`config.mk`:
```
export PLATFORM = sky130hd
export DESIGN_NAME = handshake_rr_arbiter_flat
export DESIGN_NICKNAME = d
export VERILOG_FILES = /design/src/rtl/handshake_rr_arbiter_pkg.sv /design/src/rtl/handshake_rr_arbiter_if.sv /design/src/rtl/handshake_rr_arbiter_rr_pick.sv /design/src/rtl/handshake_rr_arbiter.sv /design/src/flat_wrapper.sv
export SDC_FILE = /design/constraint.sdc
export NUM_CORES = 1
export LEC_CHECK = 0
export CAP_MARGIN = 20
export CORE_MARGIN = 1
export CORE_UTILIZATION = 37
export DETAILED_ROUTE_END_ITERATION = 6
export PLACE_DENSITY = 0.82
export SLEW_MARGIN = 15
export SYNTH_ARGS = -nofsm -noshare
export SYNTH_HDL_FRONTEND = slang
export SYNTH_SLANG_ARGS = --single-unit
```
`constraint.sdc`:
```
create_clock -name clk -period 3.6 [get_ports clk]
set_input_delay 0.36 -clock clk [delete_from_list [all_inputs] [get_ports clk]]
set_output_delay 0.36 -clock clk [all_outputs]
set_load 0.05 [all_outputs]
```
`src/rtl/handshake_rr_arbiter_pkg.sv`:
```
// Shared arbiter definitions: FSM encoding and index-width helper.
package handshake_pkg;

  typedef enum logic {
    ST_IDLE = 1'b0,
    ST_LOCK = 1'b1
  } state_t;

  function automatic int clog2(input int n);
    int r;
    r = 0;
    while ((1 << r) < n) r++;
    return (r < 1) ? 1 : r;
  endfunction

endpackage

```
`src/rtl/handshake_rr_arbiter_if.sv`:
```
// Valid/ready bundle between N requesters, the arbiter and one downstream consumer.
interface handshake_rr_arbiter_if
  import handshake_pkg::*;
#(
  parameter int WIDTH = 32,
  parameter int N     = 4
);
  localparam int IDXW = clog2(N);

  logic [N-1:0]       valid_i;
  logic [N-1:0]       ready_o;
  logic [N*WIDTH-1:0] data_i;
  logic [N-1:0]       last_i;
  logic               valid_o;
  logic               ready_i;
  logic [WIDTH-1:0]   data_o;
  logic               last_o;
  logic [IDXW-1:0]    src_o;

  modport master (
    output valid_i, data_i, last_i, ready_i,
    input  ready_o, valid_o, data_o, last_o, src_o
  );

  modport slave (
    input  valid_i, data_i, last_i, ready_i,
    output ready_o, valid_o, data_o, last_o, src_o
  );

endinterface

```
`src/rtl/handshake_rr_arbiter_rr_pick.sv`:
```
// Combinational round-robin picker: first set req bit at or above ptr, wrapping modulo N.
module rr_pick #(
  parameter int N    = 4,
  parameter int IDXW = 2
) (
  input  logic [N-1:0]    req,
  input  logic [IDXW-1:0] ptr,
  output logic [IDXW-1:0] idx,
  output logic            any
);

  logic [2*N-1:0] dbl;
  logic [2*N-1:0] masked;

  // Lower copy masked below ptr, upper copy whole: the lowest surviving bit is the winner.
  always_comb begin
    dbl    = {req, req};
    masked = '0;
    idx    = '0;
    any    = 1'b0;
    for (int i = 0; i < 2 * N; i++) begin
      masked[i] = dbl[i] && (i >= int'(ptr));
    end
    for (int i = 2 * N - 1; i >= 0; i--) begin
      if (masked[i]) begin
        idx = IDXW'(i % N);
        any = 1'b1;
      end
    end
  end

endmodule

```
`src/rtl/handshake_rr_arbiter.sv`:
```
// Round-robin N:1 valid/ready arbiter with per-packet locking and a registered output stage.
// One cycle latency, one beat per cycle; ready_o follows ready_i combinationally.
module handshake_rr_arbiter
  import handshake_pkg::*;
#(
  parameter int WIDTH = 32,
  parameter int N     = 4
) (
  input logic                 clk,
  input logic                 rstn,
  handshake_rr_arbiter_if.slave bus
);

  localparam int IDXW = clog2(N);

  state_t          state;
  logic [IDXW-1:0] ptr;
  logic [IDXW-1:0] owner;
  logic [IDXW-1:0] pick_idx;
  logic [IDXW-1:0] sel;
  logic [IDXW-1:0] next_ptr;
  logic            pick_any;
  logic            owner_valid;
  logic            sel_valid;
  logic            load;
  logic            xfer;
  logic            sel_last;
  logic [WIDTH-1:0] sel_data;
  logic [N-1:0]    ready;

  rr_pick #(.N(N), .IDXW(IDXW)) u_pick (
    .req (bus.valid_i),
    .ptr (ptr),
    .idx (pick_idx),
    .any (pick_any)
  );

  assign load      = !bus.valid_o || bus.ready_i;
  assign sel       = (state == ST_LOCK) ? owner : pick_idx;
  assign sel_valid = (state == ST_LOCK) ? owner_valid : pick_any;
  // Held low during reset so no requester sees a grant that the output stage cannot take.
  assign xfer      = rstn && load && sel_valid;
  assign next_ptr  = (sel == IDXW'(N - 1)) ? '0 : sel + 1'b1;

  always_comb begin
    ready       = '0;
    sel_data    = '0;
    sel_last    = 1'b0;
    owner_valid = 1'b0;
    for (int k = 0; k < N; k++) begin
      if (IDXW'(k) == owner) owner_valid = bus.valid_i[k];
      if (IDXW'(k) == sel) begin
        ready[k] = xfer;
        sel_data = bus.data_i[k*WIDTH +: WIDTH];
        sel_last = bus.last_i[k];
      end
    end
  end

  assign bus.ready_o = ready;

  always_ff @(posedge clk or negedge rstn) begin
    if (!rstn) begin
      state <= ST_IDLE;
      ptr   <= '0;
      owner <= '0;
    end else if (xfer) begin
      case (state)
        ST_IDLE: begin
          if (!sel_last) begin
            state <= ST_LOCK;
            owner <= sel;
          end
        end
        ST_LOCK: begin
          if (sel_last) state <= ST_IDLE;
        end
        default: state <= ST_IDLE;
      endcase
      // Fairness advances per packet, so only the closing beat moves the pointer.
      if (sel_last) ptr <= next_ptr;
    end
  end

  always_ff @(posedge clk or negedge rstn) begin
    if (!rstn) begin
      bus.valid_o <= 1'b0;
      bus.data_o  <= '0;
      bus.last_o  <= 1'b0;
      bus.src_o   <= '0;
    end else if (load) begin
      bus.valid_o <= xfer;
      if (xfer) begin
        bus.data_o <= sel_data;
        bus.last_o <= sel_last;
        bus.src_o  <= sel;
      end
    end
  end

endmodule

```
`src/flat_wrapper.sv`:
```
// flat-port wrapper written by rule: the top's interface ports become plain ports
module handshake_rr_arbiter_flat import handshake_pkg::*;
#(
  parameter int WIDTH = 32,
  parameter int N     = 4
)
  (clk, rstn, bus_valid_i, bus_data_i, bus_last_i, bus_ready_i, bus_ready_o, bus_valid_o, bus_data_o, bus_last_o, bus_src_o);
  handshake_rr_arbiter_if #(.WIDTH(WIDTH), .N(N)) bus_i ();
  input logic clk;
  input logic rstn;
  input wire logic [$bits(bus_i.valid_i)-1:0] bus_valid_i;
  input wire logic [$bits(bus_i.data_i)-1:0] bus_data_i;
  input wire logic [$bits(bus_i.last_i)-1:0] bus_last_i;
  input wire logic [$bits(bus_i.ready_i)-1:0] bus_ready_i;
  output wire logic [$bits(bus_i.ready_o)-1:0] bus_ready_o;
  output wire logic [$bits(bus_i.valid_o)-1:0] bus_valid_o;
  output wire logic [$bits(bus_i.data_o)-1:0] bus_data_o;
  output wire logic [$bits(bus_i.last_o)-1:0] bus_last_o;
  output wire logic [$bits(bus_i.src_o)-1:0] bus_src_o;
  assign bus_i.valid_i = bus_valid_i;
  assign bus_i.data_i = bus_data_i;
  assign bus_i.last_i = bus_last_i;
  assign bus_i.ready_i = bus_ready_i;
  assign bus_ready_o = bus_i.ready_o;
  assign bus_valid_o = bus_i.valid_o;
  assign bus_data_o = bus_i.data_o;
  assign bus_last_o = bus_i.last_o;
  assign bus_src_o = bus_i.src_o;
  handshake_rr_arbiter #(.WIDTH(WIDTH), .N(N)) u_core (.clk(clk), .rstn(rstn), .bus(bus_i));
endmodule
```
# Word-level counts from Yosys, hierarchy flattened
# Cells that the tools add are included.
[op_classes]
addsub = 1
order_cmp = 3
n_eq_ne = 7
mux = 34
bitwise_logic = 2
reduce_logical = 12
[op_table]
columns = ["op", "n"]
rows = [
  ["$mux W32", 4],
  ["$mux W1", 21],
  ["$mux W2", 9],
  ["$eq A2 B2 Y1 const A", 4],
  ["$logic_and A1 B1 Y1", 5],
  ["$eq A1 B2 Y1 const A", 2],
  ["$ge A1 B2 Y1 const A", 2],
  ["$logic_not A2 Y1", 2],
  ["$reduce_and A2 Y1", 2],
  ["$reduce_and A3 Y1", 1],
  ["$add A2 B1 Y2 const B", 1],
  ["$eq A2 B2 Y1 const B", 1],
  ["$ge A2 B2 Y1 const A", 1],
  ["$not A1 Y1", 2],
  ["$logic_not A1 Y1", 1],
  ["$logic_or A1 B1 Y1", 1],
]
[word_totals]
ff_bits = 41
in_bits = 139
output_inout_bits = 40
elab_cells = 66

# Depth between registers and ports, before layout
# Gate-level depths: netlist of the first run.
[depth]
ltp_word = 15
mapped_depth = 11

# Cells and area by module
# Synthesis of the first run repeated with hierarchy kept, for this count alone.
[unflattened]
cells_unflattened = 287
area_unflattened_um2 = 2643.8
[by_module_without_submodules]
columns = ["module", "n_inst", "cells_each", "area_each_um2"]
rows = [
  ["handshake_rr_arbiter", 1, 275, 2566.2],
  ["rr_pick", 1, 12, 77.6],
]

# Worst setup path before layout of the first run
# No wires, ideal clock.
[synth_timing]
kind = "input port to output port"
from = "in bus_valid_i[2]"
to = "out bus_ready_o[3]"
t_arrival_ns = 2.550
t_required_ns = 3.240
slack_ns = 0.690
stages = 7
path_buffers = 2
path_cell_list = "nor2b_1 -> and2_1 -> o41ai_1 -> ha_1 -> clkbuf_1 -> clkbuf_1 -> and2_1"
[synth_via]
elab_cells_between_ends = 22
[synth_rtl]
columns = ["element", "line", "rtl"]
rows = [
  ["start: declaration", "flat_wrapper.sv:11", "input wire logic [$bits(bus_i.valid_i)-1:0] bus_valid_i;"],
  ["$logic_and A1 B1 Y1", "handshake_rr_arbiter_rr_pick.sv:22", "masked[i] = dbl[i] && (i >= int'(ptr));"],
  ["$mux W2 (3 in series)", "handshake_rr_arbiter_rr_pick.sv:25", "if (masked[i]) begin"],
  ["$mux W2", "handshake_rr_arbiter.sv:39", "assign sel = (state == ST_LOCK) ? owner : pick_idx;"],
  ["named net u_core.sel[0]", "handshake_rr_arbiter.sv:20", "logic [IDXW-1:0] sel;"],
  ["$eq A2 B2 Y1", "handshake_rr_arbiter.sv:52", "if (IDXW'(k) == sel) begin"],
  ["$mux W1", "handshake_rr_arbiter.sv:52", ""],
  ["end: declaration", "flat_wrapper.sv:15", "output wire logic [$bits(bus_i.ready_o)-1:0] bus_ready_o;"],
]
# The timed path passes the listed nets, and every way through them passes these cells.

# Final worst setup path of the first run
[layout_timing]
from = "in bus_valid_i[2]"
to = "reg u_core.ptr[1]"
[layout_via]
elab_cells_between_ends = 32
[layout_rtl]
columns = ["element", "line", "rtl"]
rows = [
  ["$logic_and A1 B1 Y1 *", "handshake_rr_arbiter_rr_pick.sv:22", ""],
  ["$mux W2 * (3 in series)", "handshake_rr_arbiter_rr_pick.sv:25", ""],
  ["$mux W2 *", "handshake_rr_arbiter.sv:39", ""],
  ["named net u_core.sel[0]", "handshake_rr_arbiter.sv:20", ""],
  ["$logic_not A2 Y1", "handshake_rr_arbiter.sv:52", ""],
  ["$mux W1 (4 in series)", "handshake_rr_arbiter.sv:52", ""],
  ["$reduce_and A2 Y1 (no line)", "--", ""],
  ["end signal: assignment", "handshake_rr_arbiter.sv:81", "if (sel_last) ptr <= next_ptr;"],
  ["end: declaration", "handshake_rr_arbiter.sv:17", "logic [IDXW-1:0] ptr;"],
]
# The timed path passes the listed nets; every way through them passes the cells marked *.
# A chain may end at the register's enable or synchronous reset.

==> run metrics, run 1 <==
status completed; DR DRC count 0; cell taking the most area after synthesis dfrtp_1; nets 596; first-pass GRT wire length 13.4 mm; relative max-transition margin 63.0%; fin crit share 88.7%; per-cell routed wire length 15.5 um; synth unique cells 32; syn nets 424; post-CTS sizing 0; setup TNS 0 ns; CTS Buf Count 5; number of nets with antenna violations after routing 0; gpl congestion 0.865; Ports 179; Cell Rows 31; antenna violations before repair 0; Worst Skew 0.00619 ns; synthesis-to-layout area growth 72.0%; largest net degree at the start of global routing 46; vias in the first global route 2857; n_diodes 0; Clock H-tree levels 2; VDD IR max 0.442 mV; Synth warnings 0; core area 7250 um2; Post-Syn Area per Cell 9.87 um2; Finished Core Util 65.8%; clock root buffer clkbuf_8; CP required 3.77 ns; post-CTS setup buffers 0; critical path's slowest cell clkdlybuf4s50_1; EDFF count, synth 0; RSZ-0062 raised after global routing false; FFs w/ async S/R, synth 100%; PortBufs 178; Via-to-Cell Ratio 5.20; worst min-delay path category input pin to asynchronous set/reset pin; Die Y 88.6 um; Pwr Density 922 nW/um2; pre-CTS WS 0.00843 ns; Most used DFF post-synth dfrtp_1; fmax 313 MHz; register bit total from synthesis 41; Leak 1.84 nW; crit-path max cell delay 0.47 ns; Crit path arrival time 3.37 ns; layout cells sized above 1 15.2%; top cell type's share of synthesized area 37.0%; setup violators final 0; initial DRC count 106; fill count 598; Hold Fails Final Rpt 0; Die X 88.6 um; clock latency on the worst-skew pair 0.29 ns; count leader, synth dfrtp_1; Cell Chain, Critical Path clkdlybuf4s50_1 -> nor2b_1 -> and2_1 -> o41ai_1 -> buf_4 -> ha_1 -> buf_4 -> a211oi_1 -> a211oi_1 -> nor3b_1 -> mux2_2; post-DP HPWL 6.46 mm; gr ovfl total 0; clock buffer depth 2; Max Transition Viols Final 0; startpoint type of the worst setup path input pin; CTS tree built; clock-pin slew of the registers on the worst-case setup and hold paths 0.08 ns; DIE AREA 7850 um2; Synth area leaders dfrtp_1, mux2_2, a221oi_1; TritonRoute pass-1 iters 4; WS Path Type input pin to flop; setup ws final 0.407 ns; Final Routed Wirelength 8.55 mm; area of the mapped netlist 2770 um2; Crit. End Element flop; vias post-DR 2869; largest fanout on the critical path 36; Post-Syn Instances 281; Final min period 3.19 ns; Max-Cap Viols 0; Total GRT Usage 22.2%; CTS Hold Bufs 0; Initial Util 38.2%; Synth top cells by count dfrtp_1, nand2_1, mux2_2, nor2b_1, o31ai_1; sequential area share after synthesis 37.0%; # clock sinks 41; worst-margin pin slew 0.553 ns
-- power breakdown --
group	internal [mW]	switching, mW	total [mW]
sequential	0.694	0.135	0.829
clock	0.152	0.153	0.306
combinational	1.45	1.81	3.26
total	2.30	2.10	4.40
-- per-layer routing --
| metal | wire length (um) | global-route usage [%] | up-vias |
|---|---|---|---|
| met5 | 0 | 0 | - |
| met4 | 86 | 4.84 | 0 |
| met3 | 629 | 5.32 | 10 |
| met2 | 4360 | 40.0 | 130 |
| met1 | 3470 | 26.7 | 1336 |
| li1 | - | - | 1393 |
-- critical path, delay by kind of cell --
kind                       cells  cell delay, ns
buffers and inverters          3            1.02
adders and majority gates      1            0.18
and+or+nand+nor                3            0.65
muxes                          1            0.37
AOI/OAI and AO/OA              3            0.78
-- cells in the final DEF (no fill, tap or decap), types with 2 or more instances in the layout --
master           instances
clkdlybuf4s50_1        174
dfrtp_1                 41
nand2_1                 35
mux2_2                  34
nor2b_1                 33
o31ai_1                 32
a221oi_1                31
buf_4                   12
clkbuf_8                 6
nand2b_1                 5
a21oi_1                  5
and2_1                   5
inv_1                    5
mux2_4                   5
o21ai_0                  3
a211oi_1                 2
nor3b_1                  2
ha_2                     2
ha_1                     2
buf_12                   2
-- metrics by stage --
stage	cells	hold slack [ns]	cell area [um2]	power, mW
after global placement	544	0.491	4670	4.02
after detailed placement	544	0.495	4670	4.10
final	552	0.180	4770	4.40
after CTS	551	0.201	4760	4.41
after floorplan	281	0.0644	2770	3.11
after global routing	552	0.232	4770	4.70
-- final cells by class --
class	instances	area (um2)	area share, %
repair buffers	190	1890	39.6
clock buffers	7	86.3	1.81
inverters	5	18.8	0.393
multi-input cells	210	1630	34.1
well taps	99	124	2.60
flip-flops and latches	41	1030	21.5
-- worst paths after layout --
kind	start	end	slack, ns	depth (start not counted)
setup / recovery	bus_valid_i[2]	u_core.ptr[1]$_DFFE_PN0P_	0.41	11
hold / removal	rstn	u_core.bus.data_o[11]$_DFFE_PN0P_	0.18	2
setup reg to reg	u_core.ptr[0]$_DFFE_PN0P_	u_core.ptr[1]$_DFFE_PN0P_	0.63	10
hold reg to reg	u_core.bus.data_o[22]$_DFFE_PN0P_	u_core.bus.data_o[22]$_DFFE_PN0P_	0.51	1
max in group asynchronous	rstn	u_core.bus.data_o[14]$_DFFE_PN0P_	3.05	2
min in group clk	rstn	u_core.bus.valid_o$_DFFE_PN0N_	0.45	3
-- cells by family after synthesis --
group	synth area share, %
mux	16.9
simple gates	16.6
buf+inv	4.74
compound gates	23.0
flops	37.0
fa+ha+maj	1.80
-- sequential cells by signal, indices dropped and copies added (netlist names) --
signal and cells:
u_core.state 1, u_core.bus.data_o 32, u_core.bus.valid_o 1, u_core.owner 2
u_core.bus.src_o 2, u_core.bus.last_o 1, u_core.ptr 2
No activity file was read; power rests on OpenSTA's default activity.
==> run 2, diff against run 1 <==
CAP_MARGIN = not set   (was 20)
GPL_ROUTABILITY_DRIVEN = 0   (was not set)
==> run metrics, run 2 (synthesis results as in run 1) <==
WS Path Type input pin to flop; clock buffer depth 2 (unchanged); Reg with most FFs u_core.bus.data_o; vias post-DR 2855 (-0.49%); Max-Cap Viols 0 (unchanged); fin crit share 92.5% (+3.8 points); antenna violations before repair 0 (unchanged); startpoint type of the worst setup path input pin; clock-pin slew of the registers on the worst-case setup and hold paths 0.08 ns (about the same); status completed; largest fanout on the critical path 24 (-33%); DIE AREA 7850 um2 (unchanged); worst-margin pin slew 1.11 ns (+0.556 ns); post-DP HPWL 6.46 mm (unchanged); commonest non-fill, non-tap cells in the layout clkdlybuf4s50_1, dfrtp_1, nand2_1, mux2_2, nor2b_1; PortBufs 178 (unchanged); setup violators final 0 (unchanged); vias in the first global route 2857 (unchanged); CTS tree built; multi-input logic area 1630 um2 (unchanged); Leak 1.83 nW (-0.33%); post-CTS setup buffers 0 (unchanged); smallest hold slack 0.186 ns (+0.00639 ns); Final Routed Wirelength 8.53 mm (-0.15%); max reg flops 32 (unchanged); number of nets with antenna violations after routing 0 (unchanged); TritonRoute pass-1 iters 4 (unchanged); CP Buf/Inv Count 3 (unchanged); setup TNS 0 ns (unchanged); Max Transition Viols Final 0 (unchanged); critical path's slowest cell nor2b_2; synthesis-to-layout area growth 71.6%; core area 7250 um2 (unchanged); n_diodes 0 (unchanged); worst min-delay path category input pin to asynchronous set/reset pin; per-cell routed wire length 15.5 um (about the same); CTS Hold Bufs 0 (unchanged); VDD IR max 0.444 mV (+0.34%); Die Y 88.6 um (unchanged); critical path's top delay family simple AND/OR/NAND/NOR gates; commonest non-fill, non-tap cell in the layout clkdlybuf4s50_1; DR DRC count 0 (unchanged); first-pass GRT wire length 13.4 mm (unchanged); CP required 3.83 ns (+0.06 ns); largest net degree at the start of global routing 46 (unchanged); Cell Rows 31 (unchanged); # clock sinks 41 (unchanged); Pwr Density 918 nW/um2 (-0.37%); CTS Buf Count 5 (unchanged); storage element area 1030 um2 (unchanged); Final min period 3.33 ns (+0.136 ns); layout cells sized above 1 15.0% (-0.19 points); Cell Chain, Critical Path clkdlybuf4s50_1 -> nor2b_1 -> a311oi_1 -> o31ai_1 -> inv_1 -> ha_1 -> nor2b_2 -> buf_4 -> a221oi_1 -> o31ai_1 -> mux2_2; Die X 88.6 um (unchanged); relative max-transition margin 25.7% (-37 points); clock root buffer clkbuf_8; fill count 600 (+0.33%); Crit path arrival time 3.56 ns (+0.19 ns); cell mode on critical path o31ai_1; crit-path max cell delay 0.86 ns (+0.39 ns); Hold Fails Final Rpt 0 (unchanged); Worst Skew 0.00568 ns (-0.000507 ns); Ports 179 (unchanged); Crit. End Element flop; gr ovfl total 0 (unchanged); fmax 300 MHz (-4.1%); initial DRC count 86 (-19%); post-CTS sizing 0 (unchanged); RSZ-0062 raised after global routing false; clock latency on the worst-skew pair 0.29 ns (about the same); Clock H-tree levels 2 (unchanged); nets 595 (-0.17%); Initial Util 38.2% (unchanged); Via-to-Cell Ratio 5.18 (-0.31%); Total GRT Usage 22.2% (unchanged)
## run 2: cell count changes in the layout (fill, tap and decap cells not counted), sizes merged
| cell | delta |
|---|---|
| buf | -1 |
## run 2: worst register-to-register path: cells and delay by family, from the launching register on
| kind | cells | cell delay, ns |
|---|---|---|
| buffers and inverters | 3 | 0.55 |
| multiplexers | 1 | 0.19 |
| flip-flops | 1 | 0.41 |
| AO/OA/AOI/OAI | 4 | 0.64 |
| AND/OR/NAND/NOR | 2 | 1.08 |
| adder cells (fa/ha/maj) | 1 | 0.21 |
## run 2: per-stage QoR
stage / total power [mW] / std cells / area [um2] / worst slack (ns) / utilization (%)
floorplan: 3.11 / 281 / 2770 / 0.690 / -
global placement: 4.02 / 544 / 4670 / 0.107 / 64.4
detailed placement: 4.10 / 544 / 4670 / 0.00843 / 64.4
CTS: 4.41 / 551 / 4760 / 0.288 / 65.6
global route: 4.68 / 551 / 4760 / 0.00209 / 65.6
finish: 4.37 / 551 / 4760 / 0.271 / 65.6
## run 2: area by class of cell
type	count	area share, %
Timing Repair Buffer	189	39.4
Multi-Input combinational cell	210	34.2
Sequential cell	41	21.6
Tap cell	99	2.60
Clock buffer	7	1.81
Inverter	5	0.394
## run 2: layer usage
metal	share of wire, %	GRT usage (%)	vias to the layer above
li1	-	-	1394
met1	41	26.7	1337
met2	51	40.0	117
met3	6.8	5.32	7
met4	0.82	4.84	0
met5	0	0	-
## run 2: final timing paths
check / startpoint / endpoint / slack (ns) / cells past startpoint
setup / recovery: bus_valid_i[2] / u_core.bus.data_o[15]$_DFFE_PN0P_ / 0.27 / 11
hold / removal: rstn / u_core.bus.data_o[9]$_DFFE_PN0P_ / 0.19 / 2
setup reg to reg: u_core.ptr[0]$_DFFE_PN0P_ / u_core.bus.data_o[15]$_DFFE_PN0P_ / 0.47 / 11
hold reg to reg: u_core.bus.data_o[22]$_DFFE_PN0P_ / u_core.bus.data_o[22]$_DFFE_PN0P_ / 0.51 / 1
max in group asynchronous: rstn / u_core.bus.data_o[3]$_DFFE_PN0P_ / 3.05 / 2
min in group clk: rstn / u_core.bus.valid_o$_DFFE_PN0N_ / 0.45 / 3
## run 2: where the power goes
| group | internal (mW) | total [mW] | switching (mW) |
|---|---|---|---|
| Combinational | 1.43 | 3.24 | 1.81 |
| Sequential | 0.694 | 0.828 | 0.134 |
| Clock | 0.152 | 0.305 | 0.152 |
| Total | 2.28 | 4.37 | 2.09 |
